--- config.mk ---
export PLATFORM = sky130hd
export DESIGN_NAME = serial_mag_comparator
export DESIGN_NICKNAME = d
export VERILOG_FILES = /design/src/rtl/serial_mag_comparator.sv
export SDC_FILE = /design/constraint.sdc
export NUM_CORES = 1
export LEC_CHECK = 0
export CORE_ASPECT_RATIO = 1.4
export CORE_UTILIZATION = 30
export DETAILED_ROUTE_END_ITERATION = 7
export HOLD_SLACK_MARGIN = 0.06
export REMOVE_ABC_BUFFERS = 1
export SLEW_MARGIN = 40
export SYNTH_ARGS = -nofsm -noshare
export SYNTH_HDL_FRONTEND = slang
export SYNTH_SLANG_ARGS = --single-unit
--- constraint.sdc ---
create_clock -name clk -period 1.74 [get_ports clk]
set_clock_uncertainty 0.15 [all_clocks]
set_input_delay 0.348 -clock clk [delete_from_list [all_inputs] [get_ports clk]]
set_output_delay 0.348 -clock clk [all_outputs]
set_load 0.01 [all_outputs]
--- src/rtl/serial_mag_comparator.sv ---
// serial_mag_comparator
//   Bit-serial unsigned magnitude comparator. Two WIDTH-bit operands are
//   captured on start. One equal/greater slice is then evaluated per clock,
//   MSB first, with its e/g state held in registers. A one-cycle done pulse
//   marks the point where eq/gt/lt become valid. The results are then held
//   until the next compare completes.
//
//   Parameters
//     WIDTH      operand width in bits (>= 1)
//     EARLY_EXIT 1: stop at the first differing bit; 0: always WIDTH cycles
//
//   Ports
//     clk    system clock, rising edge
//     rst    asynchronous active-high reset
//     start  request a compare (ignored while busy)
//     a, b   operands, captured when start is accepted
//     busy   high while bits are being shifted
//     done   one-cycle pulse, results valid
//     eq/gt/lt  registered, held compare result
//
//   state  | meaning
//   IDLE   | waiting for start
//   SHIFT  | one slice evaluated per clock, MSB first
//   FINISH | single-cycle result cycle; start is accepted here too
module serial_mag_comparator #(
  parameter int WIDTH      = 8,
  parameter int EARLY_EXIT = 0
) (
  input  logic             clk,
  input  logic             rst,
  input  logic             start,
  input  logic [WIDTH-1:0] a,
  input  logic [WIDTH-1:0] b,
  output logic             busy,
  output logic             done,
  output logic             eq,
  output logic             gt,
  output logic             lt
);

  localparam int CW = $clog2(WIDTH + 1);

  typedef enum logic [1:0] {
    S_IDLE   = 2'd0,
    S_SHIFT  = 2'd1,
    S_FINISH = 2'd2
  } state_t;

  state_t           r_state;
  logic [WIDTH-1:0] r_sa;
  logic [WIDTH-1:0] r_sb;
  logic [CW-1:0]    r_cnt;
  logic             r_e;
  logic             r_g;
  logic             r_busy;
  logic             r_done;
  logic             r_eq;
  logic             r_gt;
  logic             r_lt;

  logic w_x;
  logic w_y;
  logic w_e_new;
  logic w_g_new;
  logic w_last;

  // One slice of the comparator chain, fed from the operand MSBs.
  assign w_x     = r_sa[WIDTH-1];
  assign w_y     = r_sb[WIDTH-1];
  assign w_e_new = r_e & ~(w_x ^ w_y);
  assign w_g_new = r_g | (r_e & w_x & ~w_y);

  // Once e drops the result can no longer change, so early exit is safe.
  assign w_last  = (r_cnt == CW'(1)) || ((EARLY_EXIT != 0) && !w_e_new);

  always_ff @(posedge clk or posedge rst) begin
    if (rst) begin
      r_state <= S_IDLE;
      r_sa    <= '0;
      r_sb    <= '0;
      r_cnt   <= '0;
      r_e     <= 1'b0;
      r_g     <= 1'b0;
      r_busy  <= 1'b0;
      r_done  <= 1'b0;
      r_eq    <= 1'b0;
      r_gt    <= 1'b0;
      r_lt    <= 1'b0;
    end else begin
      case (r_state)
        S_SHIFT: begin
          r_e   <= w_e_new;
          r_g   <= w_g_new;
          r_sa  <= r_sa << 1;
          r_sb  <= r_sb << 1;
          r_cnt <= r_cnt - CW'(1);
          if (w_last) begin
            r_state <= S_FINISH;
            r_busy  <= 1'b0;
            r_done  <= 1'b1;
            r_eq    <= w_e_new;
            r_gt    <= w_g_new;
            r_lt    <= ~w_e_new & ~w_g_new;
          end
        end
        default: begin
          // IDLE and FINISH both accept start, which allows back-to-back use.
          r_done <= 1'b0;
          if (start) begin
            r_state <= S_SHIFT;
            r_busy  <= 1'b1;
            r_sa    <= a;
            r_sb    <= b;
            r_e     <= 1'b1;
            r_g     <= 1'b0;
            r_cnt   <= CW'(WIDTH);
          end else begin
            r_state <= S_IDLE;
          end
        end
      endcase
    end
  end

  assign busy = r_busy;
  assign done = r_done;
  assign eq   = r_eq;
  assign gt   = r_gt;
  assign lt   = r_lt;

endmodule
# After elaboration in Yosys (flattened, before gate mapping)
# Cells that the tools add are included.
# word_totals
elab_cells,45
regBits,29
output_inout_bits,5
inputBits,19
# op_classes
n_reduce_logical,3
muxes,17
eq_ne,3
addsub,1
bitwise_logic,10
# ops
cell,count
$mux W8,4
$mux W1,9
$mux W4,2
$and A1 B1 Y1,4
$eq A4 B1 Y1 const B,1
$mux W2,2
$not A1 Y1,4
$reduce_and A2 Y1,2
$sub A4 B1 Y4 const B,1
$eq A2 B1 Y1 const B,1
$ne A2 B2 Y1 const B,1
$reduce_bool A2 Y1,1
$or A1 B1 Y1,1
$xor A1 B1 Y1,1

# Logic depth before layout (Yosys ltp)
# logic_depth
ltp_word,5
ltp_mapped,5
depth_no_buf,4

# Worst setup path after synthesis
# OpenSTA, ideal clock, no wires.
# synth_timing
path_kind,reg2reg
from,reg r_state[1]
to,"reg r_eq, in the netlist eq"
t_required_ns,1.465
period_less_slack_ns,1.683
arrival_ns,1.408
path_slack_ns,0.057
path_buffers,1
setup_ns,0.125
path_stages_with_launch,5
cell_sequence,dfrtp_1 > nand2b_4 > buf_6 > nor4b_4 > mux2_4
# synth_between
elab_chain_cells,2
# synth_lines
element,line_no,source
start: declaration,49,state_t r_state;
start signal: assignment,78,r_state <= S_IDLE;
start signal: assignment,98,r_state <= S_FINISH;
start signal: assignment,110,r_state <= S_SHIFT;
$eq A2 B1 Y1,90,case (r_state)
$reduce_and A2 Y1 (no line),-,
end signal: assignment,101,r_eq <= w_e_new;
end: declaration,57,logic r_eq;
# No other way between the ends.
# A chain may end at the register's enable or synchronous reset.

==> run metrics <==
Sw Ratio 0.342; Clk Latency, worst-skew pair 280 ps; reg2reg setup slack 150 ps; gate count after technology mapping 117; instance count on the critical path 1; aggregate routed wire length 2300 um; Worst setup EP type output pin; clock power share 0.163; area occupied by multi-input gates 557 um2; total power 2.45 mW; CP Launch Type register; Max H-tree Level 1; Synth area leader dfrtp_1; Pins Over Slew Limit 0; via count 912; CTS root buffer clkbuf_8; Final WS setup 52.6 ps; # IOs 24; ANT nets after route 0; number of gates resized after cts 0; TritonCTS clock tree built; fin util 0.394; ys async rst share 1.00; Yosys reg bits 28; RSZ-0062 raised after global routing no; Final Critical Period 1690 ps; worst reg2reg path endpoint lt$_DFFE_PP0P_; Comb power frac 0.398; crit path max fanout 3; Final Wtd Congestion 0.721; dpl ws 52.2 ps; clock slew at reported path FFs 90 ps; Die Span Y 80.0 um; status complete, but fails checks; Net Sw Power 0.838 mW; CP max stage delay 540 ps; kind of critical path register to output pin; Seq pwr share 0.439; crit path from r_state[1]$_DFFE_PP0P_; synth cell count leaders dfrtp_1, mux2i_1, nand2_1, o21ai_1, o21ai_0; Sink Count 28; critical path endpoint done; Synth Flop Type dfrtp_1; count leader, synth dfrtp_1; via count of the first global-routing pass 972; max_slew headroom 0.760; max-cap viol count 0; setup violation total in the final timing report 0; Synth Cell Area 1310 um2; Core ar. 4200 um2; Int Pwr 1.61 mW; Layout Nets 165; 1st-pass router iterations 5; Required @ worst endpoint 1240 ps; crit share post-route 0.970; Synth area leaders dfrtp_1, mux2i_1, nand2_1; die area 4620 um2; DR DRC count 4; cell area after layout 1660 um2; first-pass GRT wire length 4090 um; filler instances 413; Post-CTS Hold Buffers 0; Slew @ Worst Pin 361 ps; share of the synthesized area in the top cell type 0.537; DP Area 1600 um2; vias per std cell 4.85; failing checks design-rule violations; Worst path slowest cell clkdlybuf4s50_1; routed len/inst 12.2 um; FF/Latch Area 701 um2; R2R depth 4; Inserted Clock Buffers 3; Iteration-0 DRC Markers 38; reg2reg start r_state[1]$_DFFE_PP0P_; share of layout cells above drive strength 1 0.112; worst hold margin 279 ps; largest net degree at the start of global routing 29; Layout Area Growth over Synthesis 26.8%; number of synthesized flops with an enable pin 0; worst vdd ir 0.321 mV; Setup Fix Bufs, Post-CTS 0; Fmax 0.593 GHz; IO Port Bufs 23; Post-Syn Area per Cell 11.2 um2; Synth warnings 0; register area share after synthesis 0.537; CP top delay family buffers and inverters; crit path buf inv count 1; Total GRT Usage 0.113; ANT cells 0; sequence of cells on the critical path clkdlybuf4s50_1; antenna violations before repair 0; pwr dens 1480 nW/um2; grt ovf 0; static leakage 0.760 nW; post-synthesis cell type count 25; row cnt 28; Initial Utilization 0.310; Die X 57.7 um; Max Root-Sink Buffers 2; Fin. Hold Viols 0; crit path DAT 1190 ps; Final HPWL DP 1720 um; Tightest Hold Check Type primary input to asynchronous set/reset pin
-- power groups by stage --
| stage | Sequential, mW | Clock, mW | Combinational (mW) |
|---|---|---|---|
| CTS | 1.07 | 0.411 | 1.00 |
| finish | 1.07 | 0.399 | 0.973 |
| global placement | 1.08 | 0 | 0.959 |
| global route | 1.11 | 0.429 | 1.11 |
| floorplan | 1.07 | 0 | 0.633 |
| detailed placement | 1.08 | 0 | 0.997 |
-- worst min-delay path by stage --
| stage | startpoint | end | slack (ps) | cells after the start |
|---|---|---|---|---|
| floorplan | rst | busy$_DFFE_PP0P_ | 260 | 1 |
| global placement | r_sb[5]$_DFFE_PP0P_ | r_sb[6]$_DFFE_PP0P_ | 310 | 2 |
| detailed placement | r_sb[4]$_DFFE_PP0P_ | r_sb[5]$_DFFE_PP0P_ | 320 | 2 |
| CTS | rst | r_sa[0]$_DFFE_PP0P_ | 300 | 3 |
| global route | rst | r_cnt[1]$_DFFE_PP0P_ | 330 | 3 |
| finish | rst | r_cnt[1]$_DFFE_PP0P_ | 280 | 3 |
-- metal layers --
layer	part of all wire	GRT usage	vias to the layer above	wire length, um
met5	0	0	-	0
met4	0.0065	0.0429	0	15
met3	0.034	0.0146	2	78
met2	0.52	0.207	19	1200
met1	0.44	0.130	443	1010
li1	-	-	448	-
-- final cells by class --
| class | count | area share |
|---|---|---|
| Clock buffer | 4 | 0.0333 |
| Multi-Input combinational cell | 79 | 0.336 |
| Tap cell | 45 | 0.0340 |
| Sequential cell | 28 | 0.423 |
| Timing Repair Buffer | 29 | 0.166 |
| Inverter | 3 | 0.00680 |
-- metrics by stage --
step	std cells	TNS, ps
after floorplan	110	-94.1
after global placement	184	0
after detailed placement	184	0
after CTS	188	0
after global routing	188	0
final	188	0
-- sequential cells by signal, indices dropped and copies added (netlist names) --
| name | count |
|---|---|
| gt | 1 |
| lt | 1 |
| r_sa | 8 |
| r_g | 1 |
| r_sb | 8 |
| r_cnt | 4 |
| eq | 1 |
| busy | 1 |
| r_state | 2 |
| r_e | 1 |
-- logic make-up (layout without fill, tap and decap cells) --
group,Yosys count,in the layout,share of synthesized area
AOI/OAI and AO/OA,19,19,0.0757
adders and majority gates,2,2,0.0192
buffers and inverters,10,36,0.0364
DFF,28,28,0.537
muxes,22,22,0.182
and+or+nand+nor,36,36,0.150
-- layout by cell type, fill, tap and decap left out --
master,synthesis,layout
mux2_2,1,1
nand2b_1,4,4
clkbuf_8,0,4
dfrtp_1,28,28
and3_1,2,2
or3_1,1,1
ha_1,2,2
nand2_1,16,16
nand3b_1,1,1
buf_4,0,6
inv_1,3,3
and2b_1,1,1
o21ai_1,9,9
clkdlybuf4s50_1,0,23
nor4b_4,1,1
nor3_1,4,4
mux2i_1,17,17
o2bb2ai_1,1,1
mux2_1,1,1
nor2_1,5,5
nand2b_4,1,1
o21ai_0,7,7
a21oi_1,2,2
mux2_4,3,3
Power figures use the tool's default switching activity.
==> RTL change 1, RTL diff (same settings) <==
The 3 states of `state_t` get a one-hot encoding in 3 bits.
--- a/src/rtl/serial_mag_comparator.sv
+++ b/src/rtl/serial_mag_comparator.sv
@@ -40,10 +40,10 @@
 
   localparam int CW = $clog2(WIDTH + 1);
 
-  typedef enum logic [1:0] {
-    S_IDLE   = 2'd0,
-    S_SHIFT  = 2'd1,
-    S_FINISH = 2'd2
+  typedef enum logic [2:0] {
+    S_IDLE   = 3'b001,
+    S_SHIFT  = 3'b010,
+    S_FINISH = 3'b100
   } state_t;
 
   state_t           r_state;
Check against the original RTL: same outputs for any inputs over 10 cycles, from zero or initial values and one cycle with rst high; not proved beyond that.
==> RTL change 1 against the original RTL <==
The flow still finishes with violations (design-rule violations). Critical path depth increased by 2. Count of clock-buffer cells in the layout increased by 2. Sequential power rose by 9%. Synthesized area up 0.19%. Sequential cell count increased by 1. Synthesized cell count grew 0.85%. Setup slack worse by 0.042 ns. First-iteration DRC count unchanged. Wire length increased by 8.1%. Power grew 22%. Design area is 8.5% higher. Core utilization increased by 3.3 points. Largest power group unchanged.
==> RTL change 1: results (changes against the original RTL) <==
- Run status: complete, but fails checks (unchanged)
- Failing checks: design-rule violations (unchanged).
* Post-synthesis cell type count: 24 (was 25)
- Cell types with the highest counts after synthesis: sky130_fd_sc_hd__dfrtp_1, sky130_fd_sc_hd__mux2i_1, sky130_fd_sc_hd__nand2_1, sky130_fd_sc_hd__o21ai_0, sky130_fd_sc_hd__nor2_1 (was sky130_fd_sc_hd__dfrtp_1, sky130_fd_sc_hd__mux2i_1, sky130_fd_sc_hd__nand2_1, sky130_fd_sc_hd__o21ai_1, sky130_fd_sc_hd__o21ai_0)
- Switching share of power: 32.75% (was 34.23%)
- Maximum single-stage delay on the critical path: 0.41 ns (was 0.54 ns)
- The family with the most delay on the worst path is simple AND/OR/NAND/NOR gates (was buffers and inverters).
- Adder and majority gate portion of the synthesized area: 1.914% (was 1.918%)
* Share of the yosys chip area belonging to registers: 55.60% (was 53.69%)
- The worst setup timing slack at the placement stage was -0.07070 ns (was 0.05220 ns).
- Worst Reg2Reg Path Length in Cells: 3 (was 4)
- The number of logic inverters in the finished layout is 4 (was 3).
- Non-clock buffer total of the final layout: 32 (was 29)
* Fraction of area in multi-input gates: 30.24% (was 33.64%)
- The worst-case vdd ir drop is 608.7 uV (was 321.4 uV).
- The proportion of synthesized area in mux cells came to 15.60% (was 18.22%).
* Number of design rule violations left after detail routing: 2 (was 4)
- The fraction of final layout cells with drive strength greater than 1 was 15.79% (was 11.19%).
- Detailed placer's ending HPWL: 1826 um (was 1716 um)
- The sequential cell area in the final layout came to 726.9 um^2 (was 700.7 um^2).
- Placed instance count: 189 (was 184)
* Met2 track demand over resource in global routing: 23.26% (was 20.70%)
- Total of flip-flops plus latches after synthesis: 29 (was 28)
- # fillers: 400 (was 413)
- The global routing usage on met1 was 11.99% (was 13.00%).
- Clock Network Area Fraction: 6.690% (was 3.326%)
- Total clock buffers created by CTS: 5 (was 3)
* Overall fraction of global-route tracks in use: 12.66% (was 11.25%)
- Compound-gate portion of the synthesized area: 8.230% (was 7.574%)
- Crit path DAT: 1.74 ns (was 1.19 ns)
- The fraction of cell area in non-clock buffers came to 18.61% (was 16.63%).
[RTL change 1: final timing paths]
| kind | startpoint | endpoint | slack, ns |
|---|---|---|---|
| worst min-delay path | rst | r_sb[1] | 0.24 |
| worst max register to register | r_state[0] | lt | 0.01 |
| worst min register to register | r_sa[4] | r_sa[5] | 0.33 |
| min in group clk | r_sa[4] | r_sa[5] | 0.33 |
| worst max-delay path | r_state[0] | lt | 0.01 |
| max in group asynchronous | rst | r_state[0] | 0.96 |
[RTL change 1: metal layers]
metal | part of all wire [%] | up-vias | wire length, um
li1 | - | 471 | -
met1 | 40 | 463 | 996
met2 | 52 | 20 | 1291
met3 | 5.0 | 5 | 124
met4 | 2.9 | 0 | 72
met5 | 0 | - | 0
[RTL change 1: cells by family after synthesis]
kind of cell    count (synthesis)
xor+xnor                        1
buf+inv                        10
simple gates                   36
flops                          29
fa+ha+maj                       2
compound gates                 20
mux                            20
==> RTL change 2, RTL diff (same settings) <==
Without the edit above. `WIDTH`: 8 -> 16.
--- a/src/rtl/serial_mag_comparator.sv
+++ b/src/rtl/serial_mag_comparator.sv
@@ -23,7 +23,7 @@
 //   SHIFT  | one slice evaluated per clock, MSB first
 //   FINISH | single-cycle result cycle; start is accepted here too
 module serial_mag_comparator #(
-  parameter int WIDTH      = 8,
+  parameter int WIDTH      = 16,
   parameter int EARLY_EXIT = 0
 ) (
   input  logic             clk,
Interface: changed (resized a and b); port bits go from 24 to 40. The function was not compared with the original's and may differ.
==> RTL change 2 against the original RTL <==
Synthesized area up 60%. Sequential cell count up 17. Wire length up 68%. First-iteration DRC count up 84%. Setup slack better by 0.0098 ns. Final cell count up 72%. Power up 59%. Design area up 62%. Largest power group unchanged.
==> RTL change 2: results (changes against the original RTL) <==
- The pin slew with the least headroom to its limit was 0.3047 ns (was 0.3606 ns).
- The number of buffer cells added on primary ports came to 39 (was 23).
- The total clock buffers created by CTS was 5 (was 3).
- The worst setup timing slack at the placement stage was 0.2395 ns (was 0.05220 ns).
* First-pass detailed-route iteration total: 4 (was 5)
- Iteration-0 DRC Markers: 70 (was 38)
- The wire length on met3 came to 161 um (was 78 um).
* Deepest level of the CTS H-tree: 2 (was 1)
- Final weighted congestion of routability-driven global placement: 0.7273 (was 0.7208)
- Run status: finished clean (was complete, but fails checks)
- Post-synthesis cell type count: 27 (was 25)
- Share of the yosys chip area belonging to registers: 54.05% (was 53.69%)
- First-pass GRT wire length: 6720 um (was 4091 um)
* # fillers: 665 (was 413)
- The biggest fanout along the worst timing path was 2 (was 3).
* Share of final-layout standard cells stronger than drive strength 1: 9.483% (was 11.19%)
- DRT Wirelength: 3867 um (was 2298 um)
* Insertion delay of the later-clocked pin in the worst-skew pair: 0.30 ns (was 0.28 ns)
- Cell types occupying the most area after synthesis: sky130_fd_sc_hd__dfrtp_1, sky130_fd_sc_hd__mux2i_1, sky130_fd_sc_hd__o21ai_0, sky130_fd_sc_hd__nand2_1, sky130_fd_sc_hd__buf_2 (was sky130_fd_sc_hd__dfrtp_1, sky130_fd_sc_hd__mux2i_1, sky130_fd_sc_hd__nand2_1, sky130_fd_sc_hd__o21ai_1, sky130_fd_sc_hd__mux2_4).
- Cell types with the highest counts after synthesis: sky130_fd_sc_hd__dfrtp_1, sky130_fd_sc_hd__mux2i_1, sky130_fd_sc_hd__nand2_1, sky130_fd_sc_hd__o21ai_0, sky130_fd_sc_hd__buf_2 (was sky130_fd_sc_hd__dfrtp_1, sky130_fd_sc_hd__mux2i_1, sky130_fd_sc_hd__nand2_1, sky130_fd_sc_hd__o21ai_1, sky130_fd_sc_hd__o21ai_0).
- Vias in the first global route: 1491 (was 972)
- IR drop worst, VDD: 723.2 uV (was 321.4 uV)
- The wire length on met2 was 1873 um (was 1197 um).
* Detailed-route wire length on metal 1: 1769 um (was 1006 um)
- Number of nets in the final layout: 268 (was 165)
* Via total after detailed routing: 1460 (was 912)
## RTL change 2: cell count changes after synthesis, sizes merged, moves of 4 or more
cell   delta
mux2i    +17
buf       +4
dfrtp    +17
nand2    +18
o21ai    +17
## RTL change 2: area by class of cell
type	instances	area [um^2]	area share, %
clock inverters	3	46.29	1.722
repair buffers	44	451.7	16.80
inverters	6	22.52	0.8376
multi-input cells	129	858.3	31.92
flip-flops and latches	45	1126	41.88
clock buffers	5	68.82	2.559
well taps	92	115.1	4.281
## RTL change 2: timing repair
| action | CTS | global route |
|---|---|---|
| gates resized for setup | 1 | 2 |
| setup buffers | 0 | 0 |
| setup endpoints to repair | 1 | 2 |
## RTL change 2: per-stage QoR
stage	cells	power, mW	setup TNS, ns	area (um^2)
floorplan	180	2.624	-1.755	2007
global placement	316	3.109	0	2570
detailed placement	316	3.148	0	2570
CTS	324	3.965	0	2684
global route	324	4.250	0	2689
finish	324	3.892	0	2689
## RTL change 2: cell families after synthesis
logic type | after synthesis | synth area share [%]
AOI/OAI and AO/OA | 39 | 10.03
xor gates and xnor gates | 1 | 0.4205
adders and majority gates | 2 | 1.201
buffers and inverters | 19 | 4.745
DFF | 45 | 54.05
muxes | 38 | 18.86
and+or+nand+nor | 49 | 10.69
## RTL change 2: final timing paths
kind	cells after the start	endpoint	slack, ns	start
setup / recovery	1	lt	0.06	lt
hold / removal	3	eq	0.24	rst
setup reg to reg	3	gt	0.24	r_state[1]
hold reg to reg	1	r_cnt[4]	0.32	r_cnt[4]
max in group asynchronous	3	r_cnt[1]	0.98	rst
min in group clk	3	r_e	0.28	start
## RTL change 2: layer usage
metal  vias up  GRT usage, %
li1        732             -
met1       689         14.80
met2        33         19.34
met3         6         3.500
met4         0         4.525
met5         -             0
## RTL change 2: report_power, final
part	internal (mW)	switching, mW
clock network	0.430	0.371
logic	0.659	0.747
registers	1.46	0.228
total	2.55	1.35
